==> config.mk <==
export PLATFORM = sky130hd
export DESIGN_NAME = pq_cmd_ctl
export DESIGN_NICKNAME = d
export VERILOG_FILES = /design/src/rtl/pq_cmd_ctl.sv
export SDC_FILE = /design/constraint.sdc
export NUM_CORES = 1
export LEC_CHECK = 0
export ABC_AREA = 1
export ABC_CLOCK_PERIOD_IN_PS = 3800
export CAP_MARGIN = 20
export CORE_MARGIN = 2
export CORE_UTILIZATION = 52
export CTS_BUF_LIST = sky130_fd_sc_hd__clkbuf_2 sky130_fd_sc_hd__clkbuf_4 sky130_fd_sc_hd__clkbuf_8
export DETAILED_ROUTE_END_ITERATION = 7
export PLACE_DENSITY = 0.87
export SLEW_MARGIN = 20
export SYNTH_ARGS = -nofsm -noshare
export SYNTH_HDL_FRONTEND = slang
export SYNTH_SLANG_ARGS = --single-unit
==> constraint.sdc <==
create_clock -name clk -period 3.8 [get_ports clk]
set_clock_uncertainty 0.15 [all_clocks]
set_input_delay 0.95 -clock clk [delete_from_list [all_inputs] [get_ports clk]]
set_output_delay 0.95 -clock clk [all_outputs]
set_load 0.01 [all_outputs]
==> src/rtl/pq_cmd_ctl.sv <==
// pq_cmd_ctl: push-button command front-end for a hardware priority queue.
// Three raw buttons are debounced; each debounced press leaves one pending
// request. An arbiter issues the requests one at a time to the PQ with
// busy/full/empty flow control. The block also shows the last dequeued pair,
// keeps an occupancy count and flags requests that had to be rejected.
module pq_cmd_ctl #(
    parameter int KW        = 8,
    parameter int VW        = 8,
    parameter int DEPTH     = 16,
    parameter int DB_CYCLES = 16
) (
    input  logic                       clk,
    input  logic                       rst,
    input  logic [KW+VW-1:0]           sw_kv,
    input  logic                       btn_enq,
    input  logic                       btn_deq,
    input  logic                       btn_rep,
    input  logic                       pq_busy,
    input  logic                       pq_full,
    input  logic                       pq_empty,
    input  logic [KW+VW-1:0]           pq_kvo,
    output logic [KW+VW-1:0]           pq_kvi,
    output logic                       pq_enq,
    output logic                       pq_deq,
    output logic [KW+VW-1:0]           disp_kv,
    output logic [$clog2(DEPTH+1)-1:0] occ,
    output logic                       err_full,
    output logic                       err_empty,
    output logic                       ctl_busy
);

    localparam int W  = KW + VW;
    localparam int OW = $clog2(DEPTH + 1);
    localparam int CW = $clog2(DB_CYCLES);
    localparam int NB = 3;

    // Button slots; the slot index doubles as the request index.
    localparam int B_ENQ = 0;
    localparam int B_DEQ = 1;
    localparam int B_REP = 2;

    typedef enum logic [1:0] {
        ST_IDLE  = 2'd0,
        ST_ISSUE = 2'd1,
        ST_WAIT  = 2'd2
    } state_e;

    typedef enum logic [1:0] {
        OP_ENQ = 2'd0,
        OP_DEQ = 2'd1,
        OP_REP = 2'd2
    } op_e;

    logic [NB-1:0] btn_raw;
    logic [NB-1:0] pend;       // one outstanding request per button
    logic [NB-1:0] pend_clr;   // arbiter consumes a request

    assign btn_raw = {btn_rep, btn_deq, btn_enq};

    // ------------------------------------------------------------------
    // Per-button debounce and pending-request latch
    // ------------------------------------------------------------------
    // The raw pins are assumed to be synchronous to clk already (or the
    // debounce window absorbs the rare metastable sample).
    for (genvar gi = 0; gi < NB; gi++) begin : g_btn
        logic [CW-1:0] cnt_q, cnt_d;
        logic          lvl_q, lvl_d;
        logic          prev_q;
        logic          pend_q, pend_d;

        // Count consecutive cycles where the pin disagrees with the level;
        // flip the level once the disagreement has lasted DB_CYCLES cycles.
        always_comb begin
            cnt_d = '0;
            lvl_d = lvl_q;
            if (btn_raw[gi] != lvl_q) begin
                if (cnt_q == CW'(DB_CYCLES - 1)) begin
                    lvl_d = ~lvl_q;
                    cnt_d = '0;
                end else begin
                    cnt_d = cnt_q + CW'(1);
                end
            end
        end

        // A rising debounced level sets the request; a second press while
        // the request is still set merges into it and is thereby dropped.
        always_comb begin
            pend_d = (pend_q & ~pend_clr[gi]) | (lvl_q & ~prev_q);
        end

        // Debounce and request state registers.
        always_ff @(posedge clk or negedge rst) begin
            if (!rst) begin
                cnt_q  <= '0;
                lvl_q  <= 1'b0;
                prev_q <= 1'b0;
                pend_q <= 1'b0;
            end else begin
                cnt_q  <= cnt_d;
                lvl_q  <= lvl_d;
                prev_q <= lvl_q;
                pend_q <= pend_d;
            end
        end

        assign pend[gi] = pend_q;
    end

    // ------------------------------------------------------------------
    // Command FSM, arbitration, display capture and occupancy
    // ------------------------------------------------------------------
    state_e         state_q, state_d;
    op_e            op_q, op_d;
    logic [W-1:0]   kv_q, kv_d;
    logic [W-1:0]   disp_q, disp_d;
    logic [OW-1:0]  occ_q, occ_d;
    logic           err_full_q, err_full_d;
    logic           err_empty_q, err_empty_d;

    // Next-state logic: pick a request in IDLE, strobe in ISSUE, then
    // wait out the PQ's busy period before accepting the next request.
    always_comb begin
        op_e sel;
        state_d     = state_q;
        op_d        = op_q;
        kv_d        = kv_q;
        disp_d      = disp_q;
        occ_d       = occ_q;
        err_full_d  = err_full_q;
        err_empty_d = err_empty_q;
        pend_clr    = '0;
        sel         = OP_ENQ;

        case (state_q)
            ST_IDLE: begin
                if ((|pend) && !pq_busy) begin
                    // Replace outranks dequeue, which outranks enqueue.
                    if (pend[B_REP]) begin
                        sel = OP_REP;
                        pend_clr[B_REP] = 1'b1;
                    end else if (pend[B_DEQ]) begin
                        sel = OP_DEQ;
                        pend_clr[B_DEQ] = 1'b1;
                    end else begin
                        sel = OP_ENQ;
                        pend_clr[B_ENQ] = 1'b1;
                    end
                    op_d = sel;
                    kv_d = sw_kv;

                    if ((sel == OP_ENQ) && pq_full) begin
                        err_full_d  = 1'b1;
                        err_empty_d = 1'b0;
                    end else if ((sel != OP_ENQ) && pq_empty) begin
                        err_empty_d = 1'b1;
                        err_full_d  = 1'b0;
                    end else begin
                        err_full_d  = 1'b0;
                        err_empty_d = 1'b0;
                        state_d     = ST_ISSUE;
                    end
                end
            end

            ST_ISSUE: begin
                // The head is valid while the strobe is presented, so it is
                // captured now rather than after the PQ has moved on.
                if (op_q != OP_ENQ) begin
                    disp_d = pq_kvo;
                end
                // Counter saturates so a PQ that ignores full/empty cannot
                // make it wrap.
                if ((op_q == OP_ENQ) && (occ_q != OW'(DEPTH))) begin
                    occ_d = occ_q + OW'(1);
                end else if ((op_q == OP_DEQ) && (occ_q != '0)) begin
                    occ_d = occ_q - OW'(1);
                end
                state_d = ST_WAIT;
            end

            ST_WAIT: begin
                // Always at least one WAIT cycle, so busy may rise late.
                if (!pq_busy) begin
                    state_d = ST_IDLE;
                end
            end

            default: begin
                state_d = ST_IDLE;
            end
        endcase
    end

    // Controller state registers.
    always_ff @(posedge clk or negedge rst) begin
        if (!rst) begin
            state_q     <= ST_IDLE;
            op_q        <= OP_ENQ;
            kv_q        <= '0;
            disp_q      <= '0;
            occ_q       <= '0;
            err_full_q  <= 1'b0;
            err_empty_q <= 1'b0;
        end else begin
            state_q     <= state_d;
            op_q        <= op_d;
            kv_q        <= kv_d;
            disp_q      <= disp_d;
            occ_q       <= occ_d;
            err_full_q  <= err_full_d;
            err_empty_q <= err_empty_d;
        end
    end

    // Strobes decode from registered state only, so they are glitch-free
    // and exactly one cycle long.
    assign pq_enq    = (state_q == ST_ISSUE) && (op_q != OP_DEQ);
    assign pq_deq    = (state_q == ST_ISSUE) && (op_q != OP_ENQ);
    assign pq_kvi    = kv_q;
    assign disp_kv   = disp_q;
    assign occ       = occ_q;
    assign err_full  = err_full_q;
    assign err_empty = err_empty_q;
    assign ctl_busy  = (state_q != ST_IDLE);

endmodule

* After elaboration in Yosys (flattened, before gate mapping)
Index checks and enable logic that the tools add are counted.
** Storage, ports and cells
- Bits in registers :: 64
- Bits in read-only memories :: 0
- Bits in writable memories :: 0
- Bits in latches :: 0
- Output and inout port bits :: 42
- Memories :: 0
** Cells by class
- $lt $le $gt $ge :: 0
- Multiplexer cells :: 26
- $mul :: 0
- $add $sub $neg :: 5
- Div/mod/pow operators :: 0
- Shift-type cells :: 0
- Bitwise operators :: 18
- Reductions and logical operators :: 24
- Equality and inequality tests :: 15
** Operators with widths (number)
- $mux W4 :: 6
- $mux W2 :: 8
- $add A4 B1 Y4 const B :: 3
- $eq A4 B4 Y1 const B :: 3
- $reduce_and A2 Y1 :: 6
- $mux W5 :: 2
- $not A1 Y1 :: 9
- $ne A2 B2 Y1 const B :: 4
- $reduce_bool A2 Y1 :: 4
- $logic_and A1 B1 Y1 :: 7
- $mux W1 :: 7
- $and A1 B1 Y1 :: 6
- $logic_not A2 Y1 :: 3
- $mux W3 :: 2
- $pmux W2 S3 :: 1
- $add A5 B1 Y5 const B :: 1
- $ne A5 B5 Y1 const B :: 1
- $reduce_bool A5 Y1 :: 1
- $sub A5 B1 Y5 const B :: 1
- $eq A2 B1 Y1 const B :: 2
- $reduce_and A4 Y1 :: 1
- $ne A1 B1 Y1 :: 3
- $or A1 B1 Y1 :: 3
- $reduce_or A3 Y1 :: 1
- other kinds (3) :: 3

* Logic depth before layout (Yosys ltp)
Gate-level depths: netlist of run 1.
- Depth in word-level cells :: 10
- Depth in mapped cells :: 13

* Worst setup path after synthesis of run 1
OpenSTA, ideal clock, no wires.
- Path type :: register -> output
- Start :: register state_q[1]
- End :: output pq_deq
- Slack :: 1789 ps
- Data arrival time :: 911 ps
- Stages on the path, launching flop included :: 5
- Required time :: 2700 ps
- Path through :: dfrtp_1 nor2_4 inv_2 nor2_8 buf_6
** Between the ends
- Longest elaborated chain between the ends :: 2
** RTL lines
- from (decl) :: RTL line 113 : state_e state_q, state_d;
- from (signal assigned) :: RTL line 206 : state_q <= state_d;
- $eq A2 B1 Y1 :: RTL line 219 : assign pq_deq = (state_q == ST_ISSUE) && (op_q != OP_ENQ);
- $logic_and A1 B1 Y1 :: RTL line 219
- to (decl) :: RTL line 24 : output logic pq_deq,
No other way between the ends.

* Worst setup path after layout of run 1
Ends and elaborated chain as after synthesis.

==> results.md, run 1 <==
- The flow ran to the end, and the final reports show no timing, DRC or antenna violations.
- The largest voltage drop on the vdd net is ~0.43 mV.
- The final-report setup violation count is 0.
- Dividing the detail-routed wire length by the instance count gives 12.5 um.
- Across all setup checks in the final design, the least slack found is 898 ps.
- The slew at the pin closest to its max-slew limit is 756 ps.
- The number of hold buffers added after CTS is 0.
- The filler cells instantiated in the layout total 393.
- The pin count of the biggest net entering global routing is 36.
- The most common cell after layout, fill and taps aside is nand2_1.
- The number of cell rows is 26.
- The post-cts repair resize count is 0.
- The met3 layer usage reported by global route is around 6.0%.
- The area of the core region is 0.00507 mm^2.
- The DRC violation count after routing is 0.
- The initial standard-cell utilization of the core is 53.8%.
- The congestion estimate from routability-driven global placement came to about 0.7.
- From synthesis to final layout, the design area changed by 38.8%.
- Setup repair after global routing left no endpoint under its margin.
- The sort of element at the start of the critical path is a flip-flop.
- The peak fanout along the critical path is 18.
- The cell area after synthesis is 0.00273 mm^2.
- The clock transition at the register clock pins on the worst setup and hold paths after CTS is 70 ps.
- The clock tree synthesis step divided the H-tree into 3 levels.
- The first global-routing pass estimated 10.2 mm of wire.
- The path class of the tightest hold or removal check is reg -> reg.
- The via count of the first global-routing pass is between 2000 and 2500.
- The global routing usage on met1 is 26.7%.
- The number of instances in the synthesized netlist is 299.
- The power density relative to cell area is 768 mW/mm^2.
- The floorplan step defined a die boundary enclosing 0.00585 mm^2.
- The endpoint type of the worst setup path is a primary output.
- The routed design could run at a clock period as short as between 2000 and 3000 ps.
- The number of antenna violations at the first check in global routing is 0.
- 82 I/O pins were placed.
- At the later pin of the worst-skew pair, clock insertion delay measures between 300 and 400 ps.
- The tree is rooted in a clkbuf_8.
- The final wirelength is ~5.8 mm.
- The post-synthesis sequential element count is 64.
- At the worst endpoint, the arrival time is roughly 1800 ps.
- Sequential cells were found to cover between 50 and 60% of the synthesized design area.
- In the post-synthesis netlist, the biggest area contributors are dfrtp_1 59%, nand2_1 17%, nor2_1 3.8%.
- The final clock period utilization by the worst path is 76.4%.
- After synthesis, the largest area contributor takes up just under 60% of total cell area.
- The number of clock buffers added by TritonCTS is 9.
- The number of diodes is 0.
- Detailed placement finished with a half-perimeter wire length of 4.22 mm.
- The first TritonRoute pass finished after 4 iterations.
- The maximum clock rate is between 300 and 400 MHz.
- In this run the horizontal extent of the chip is 76.5 um.
- The count of input and output buffers is 81.
- In the routed layout, each cell is associated on average with a via count of 4.78.
- The total number of vias is 2213.
- Summed over all cells, the static leakage comes to 1.91 nW.
- The total global routing track utilization is 22.3%.
- Averaged over all synthesized cells, the footprint is ~9.1 um^2.
- The setup path with the least slack is of type reg -> out.
- TritonCTS built the clock tree.
- The number of setup buffers added after CTS is 0.
- The number of nets in the synthesized netlist is 347.
- The number of warnings printed during yosys synthesis is 0.
- The number of max-slew violations in the final report is 0.
- Timing analysis after detailed placement gives a worst setup slack of ~1100 ps.
- The library cells used most frequently in the layout, excluding fill and tap cells, are 123 x nand2_1, 80 x clkdlybuf4s50_1, 64 x dfrtp_1.
- The count of distinct cell types in the synthesized netlist is 23.
- The vertical die dimension is between 70 and 80 um.
- Data on the critical path is required at its endpoint by roughly 2700 ps.
- The count of nets left with antenna violations once routing finished came out at 0.
- The CTS sink count is 64.
- The final net count is 436.
- The met2 usage is between 30 and 40%.
- Setup total negative slack on the finished layout was measured at 0 ps.
- The most area-hungry cell type in the Yosys netlist is dfrtp_1.
- The number of hold violations in the final report is 0.
- The max-capacitance violation count is 0.
- The residual overflow from global routing is 0.
- The violation count after the first detailed-route iteration is 108.
- The clock passes through at most 2 buffers.
- The share of final-layout standard cells stronger than drive strength 1 is under 10%.
- Measured against its own limit, the worst slew margin works out to 49.6%.
- The global routing stage identified its most utilized layer as met2.
-- routing by layer --
metal,vias to the layer above,wire length (um)
met3,7,309
met1,1045,2400
met2,65,2990
met4,0,101
li1,1096,-
met5,-,0
-- final timing paths --
| kind | from | to | slack, ps | cells past startpoint |
|---|---|---|---|---|
| min | g_btn[1].prev_q | g_btn[1].pend_q | 270 | 1 |
| min in group asynchronous | rst | disp_kv[2] | 540 | 1 |
| min reg2reg | g_btn[1].prev_q | g_btn[1].pend_q | 270 | 1 |
| max | state_q[1] | pq_deq | 900 | 4 |
| max in group asynchronous | rst | pq_kvi[0] | 2270 | 2 |
| max reg2reg | occ[1] | occ[4] | 1600 | 12 |
-- stage by stage --
step | hold WS [ps] | instance area [um^2] | std cells | total power [W] | util (%)
after floorplan | 243 | 2730 | 299 | 0.00177 | -
after global placement | 252 | 3600 | 447 | 0.00231 | 71.0
after detailed placement | 263 | 3600 | 447 | 0.00237 | 71.0
after CTS | 273 | 3790 | 463 | 0.00295 | 74.8
after global routing | 289 | 3790 | 463 | 0.00314 | 74.8
final | 269 | 3790 | 463 | 0.00291 | 74.8
-- logic make-up after synthesis --
family	after synthesis	synth area share (%)
xor gates and xnor gates	12	3.85
and+or+nand+nor	170	25.8
adders and majority gates	8	3.94
AOI/OAI and AO/OA	13	2.38
DFF	64	58.6
buffers and inverters	32	5.40
-- cell type report --
| type | instances | area [um^2] | share of cell area, % |
|---|---|---|---|
| clock inverter | 2 | 12.5 | 0.330 |
| sequential | 64 | 1600 | 42.2 |
| multi-input combinational | 203 | 983 | 25.9 |
| clock buffer | 14 | 180 | 4.75 |
| timing repair buffer | 84 | 828 | 21.8 |
| tap | 70 | 87.6 | 2.31 |
| inverter | 26 | 100 | 2.64 |
-- cell usage after synthesis --
master / number
nor2_4: 2
fa_1: 1
inv_2: 4
nand2_2: 2
o21ai_1: 5
ha_1: 7
dfrtp_1: 64
o21ai_0: 4
nor2_8: 1
nand3_1: 11
buf_4: 2
nand4_2: 1
xor2_1: 5
buf_6: 2
nand2_4: 1
a21oi_1: 4
nor2_1: 28
inv_1: 21
xnor2_1: 7
buf_2: 2
inv_4: 1
nor3_1: 1
nand2_1: 123
-- state kept, by name, indices dropped and copies added (netlist names) --
name and flops:
g_btn.prev_q 3, g_btn.cnt_q 12, err_empty 1, err_full 1, pq_kvi 16, state_q 2
disp_kv 16, g_btn.lvl_q 3, occ 5, g_btn.pend_q 3, op_q 2
-- worst max-delay path: stages, from the launching register on --
cell	delay, ps
dfrtp_1	420
nor2_4	160
inv_2	80
nor2_8	220
clkdlybuf4s50_1	590
-- power breakdown --
group	internal [W]	leakage [nW]	switching [W]
clock	0.000304	0.0995	0.000245
combinational	0.000631	1.02	0.000636
sequential	0.000930	0.793	0.000167
total	0.00187	1.91	0.00105
(Power assumes the default switching activity.)
==> run 2, diff against run 1 <==
- ABC_CLOCK_PERIOD_IN_PS: 3800 -> 2500
- CORE_UTILIZATION: 52 -> 44
- PLACE_DENSITY: 0.87 -> 0.79
- clock period: 3.8 -> 2.5 ns (I/O delays scaled with it)
==> run 2 against run 1 <==
Global-route usage is 5.0 points lower. Total power is 52% higher. Critical path depth stayed put. First-iteration DRC count is 7.4% lower. Hold slack worse by 130 ps. Count of clock-buffer cells in the layout is 3 lower. Final area is 0.43% higher. Largest cell class unchanged. Largest power group unchanged. Highest routed layer unchanged.
==> results.md, run 2 (synthesis gave the netlist of run 1 again) <==
- Run status: completed (unchanged).
- The peak fanout along the critical path came to 3 (was 18).
- The number of cell rows came to 28 (was 26).
- The buffer depth of the longest clock path is 2 (unchanged).
- The static leakage came to 1.92 nW (was 1.91 nW).
- The initial standard-cell utilization of the core is 45.9% (was 53.8%).
- The CTS tree is built (unchanged).
- The post-detailed-route wirelength per cell is 12.0 um (was 12.5 um).
- The area of the core region is 0.00596 mm^2 (was 0.00507 mm^2).
- The final wirelength came to 5.62 mm (was 5.80 mm).
- The post-CTS repair timing setup buffer count is 0 (unchanged).
- The largest incremental delay on the critical path is 540 ps (was 590 ps).
- The cell total after placement is 452 (was 447).
- Commonest non-fill, non-tap cells in the layout: 123 x nand2_1, 80 x clkdlybuf4s50_1, 64 x dfrtp_1 (unchanged).
- The clock transition at the register clock pins on the worst setup and hold paths after CTS is 70 ps (about the same).
- The number of inserted filler cells in the final layout is 500 (was 393).
- The DRC violation count after routing is 0 (unchanged).
- Subtracting the final worst setup slack from the clock period gives between 2000 and 2500 ps.
- The layer with the highest usage after global routing is met2 (unchanged).
- The detail-routed via count per cell is 4.67 (was 4.78).
- The largest voltage drop on the vdd net came to 0.526 mV (was 0.429 mV).
- The global routing usage on met1 is 21.8% (was 26.7%).
- The post-cts repair resize count is 0 (unchanged).
- Series of cell instances along the critical path: nor2_4 -> inv_2 -> nor2_1 -> clkdlybuf4s50_1 (was nor2_4 -> inv_2 -> nor2_8 -> clkdlybuf4s50_1).
- Dividing the final minimum period by the clock period gives between 90% and 100%.
- RSZ-0062 raised after global routing: false (unchanged).
- The number of diodes was 0 (unchanged).
- The CTS sink count is 64 (unchanged).
- The residual overflow from global routing is 0 (unchanged).
- The total power draw is 0.00443 W (was 0.00291 W).
- The via count of the first global-routing pass is 2109 (was 2265).
- The count of TritonRoute iterations in the first routing pass came to 4 (unchanged).
- The total CTS buffers came to 9 (unchanged).
- The power density relative to cell area is 1160 mW/mm^2 (was 768 mW/mm^2).
- The worst hold margin came to 143 ps (was 269 ps).
- The met3 layer usage reported by global route was 4.67% (was 6.04%).
- The total global routing track utilization was 17.3% (was 22.3%).
- The utilization of the core after routing came to 64.0% (was 74.8%).
- The net load switching power is 0.00156 W (was 0.00105 W).
- The area added between synthesis and finish is 39.4% (was 38.8%).
- The summed negative setup slack over all endpoints is 0 ps (unchanged).
- The number of hold buffers added after CTS is 0 (unchanged).
- Based on the critical path, the design can be clocked at up to 414 MHz.
- The cell type of the slowest stage on the worst timing path is clkdlybuf4s50_1 (unchanged).
- The final net count is 436 (unchanged).
- The floorplan die width is 82.8 um (was 76.5 um).
- The sort of element at the start of the critical path is a flip-flop (unchanged).
- The wire length of the first global-routing pass was 9.65 mm (was 10.2 mm).
- The met2 usage is 28.3% (was 37.7%).
- The violation count after the first detailed-route iteration is 100 (was 108).
- The library cell used as clock root buffer is clkbuf_8 (unchanged).
- The worst reg-to-reg path cell count is 11 (was 12).
- The endpoint arrival time on the critical path was 1640 ps (was 1800 ps).
- The most common cell after layout, fill and taps aside is nand2_1 (unchanged).
- The critical path class is reg -> out (unchanged).
- The vertical die dimension is 82.8 um (was 76.5 um).
- The final cell count without fillers is 467 (was 463).
- The cell-internal power is 0.00287 W (was 0.00187 W).
- The worst-case register-to-register setup slack came to 330 ps (was 1600 ps).
- The clock network power share was 19.2% (was 18.8%).
- The number of max-slew violations in the final report is 0 (unchanged).
- The total die area is 0.00686 mm^2 (was 0.00585 mm^2).
- The critical path data required time is 1730 ps (was 2700 ps).
- The pin count of the biggest net entering global routing is 65 (was 36).
- The clock latency on the worst-skew pair is 330 ps (about the same).
- The class of the tightest hold or removal check is in -> async (was reg -> reg).
- The H-tree level count is 3 (unchanged).
- The final weighted congestion of routability-driven global placement is 0.867 (was 0.700).
- The number of antenna violations at the first check in global routing is 0 (unchanged).
- The endpoint type of the worst setup path is a primary output (unchanged).
- The number of nets with antenna violations after routing was 0 (unchanged).
- The reg-to-reg endpoint was occ[4] (unchanged).
- The launch instance of the worst register-to-register path is occ[1] (unchanged).
- The max-capacitance violation count came to 0 (unchanged).
- The proportion of power drawn by flip-flops and latches came to 37.4% (was 37.7%).
- The boundary pin count is 82 (unchanged).
- The slew at the pin closest to its max-slew limit is 339 ps (was 756 ps).
- The total number of vias came to 2179 (was 2213).
- The final-report setup violation count was 0 (unchanged).
- The count of input and output buffers is 81 (unchanged).
- The share of final-layout standard cells stronger than drive strength 1 came to 7.91% (was 8.14%).
- The net switching fraction of the power came to 35.2% (was 36.0%).
- The headroom to the max-slew limit is 77.4% (was 49.6%).
- The total half-perimeter wirelength after legalization and detailed placement is 4.15 mm (was 4.22 mm).
- The combinational cell fraction of total power is 43.4% (was 43.5%).
- The number of hold violations in the final report came to 0 (unchanged).
==> run 2: cell types whose count changed in the layout (fill, tap and decap cells not counted) <==
cell and delta:
bufinv_16 +1, clkbuf_4 -1, buf_4 -1, clkinvlp_4 -1, buf_12 +1, clkinv_2 +2
clkbuf_8 -2
==> run 2: area by class of cell <==
class	instances	area (um^2)	share of cell area (%)
clock inverters	4	45.0	1.18
clock buffers	11	145	3.81
well taps	75	93.8	2.46
inverters	26	100	2.63
repair buffers	84	841	22.1
multi-input cells	203	983	25.8
flip-flops and latches	64	1600	42.0
==> run 2: worst max-delay path: cells and delay by family, from the launching register on <==
family	cells	cell delay, ps
simple gates	2	270
buf+inv	2	630
flops	1	420
==> run 2: worst max-delay path by stage <==
| stage | start | endpoint | slack (ps) | depth (start not counted) |
|---|---|---|---|---|
| 2_1_floorplan | occ[1] | occ[4] | 530 | 11 |
| 3_3_place_gp | occ[1] | occ[4] | 470 | 13 |
| 3_5_place_dp | occ[1] | occ[4] | 350 | 11 |
| 4_1_cts | state_q[1] | pq_enq | 70 | 4 |
| 5_1_grt | state_q[1] | pq_enq | 0.2 | 4 |
| 6_report | state_q[1] | pq_enq | 90 | 4 |
==> run 2: per-stage QoR <==
stage	cell area (um^2)	setup WS, ps
after global placement	3620	474
final	3810	86.9
after CTS	3810	74.0
after detailed placement	3620	351
after global routing	3810	0.242
after floorplan	2730	531
==> run 2: power by group through the flow <==
stage	Combinational (W)	Clock (W)	Sequential [W]
2_1_floorplan	0.000897	0	0.00180
3_3_place_gp	0.00189	0	0.00166
3_5_place_dp	0.00194	0	0.00167
4_1_cts	0.00195	0.000875	0.00166
5_1_grt	0.00214	0.000918	0.00170
6_report	0.00192	0.000852	0.00166
==> run 2: metal layers <==
metal  share of wire (%)  up-vias
met3                 6.8       13
met1                  43     1007
met5                   0        -
li1                    -     1085
met2                  49       74
met4                 1.4        0
==> run 3, diff against run 2 <==
- GPL_ROUTABILITY_DRIVEN: default -> 0
==> results of run 3 <==
The final DEF is identical to that of run 2; final timing and power are the same.
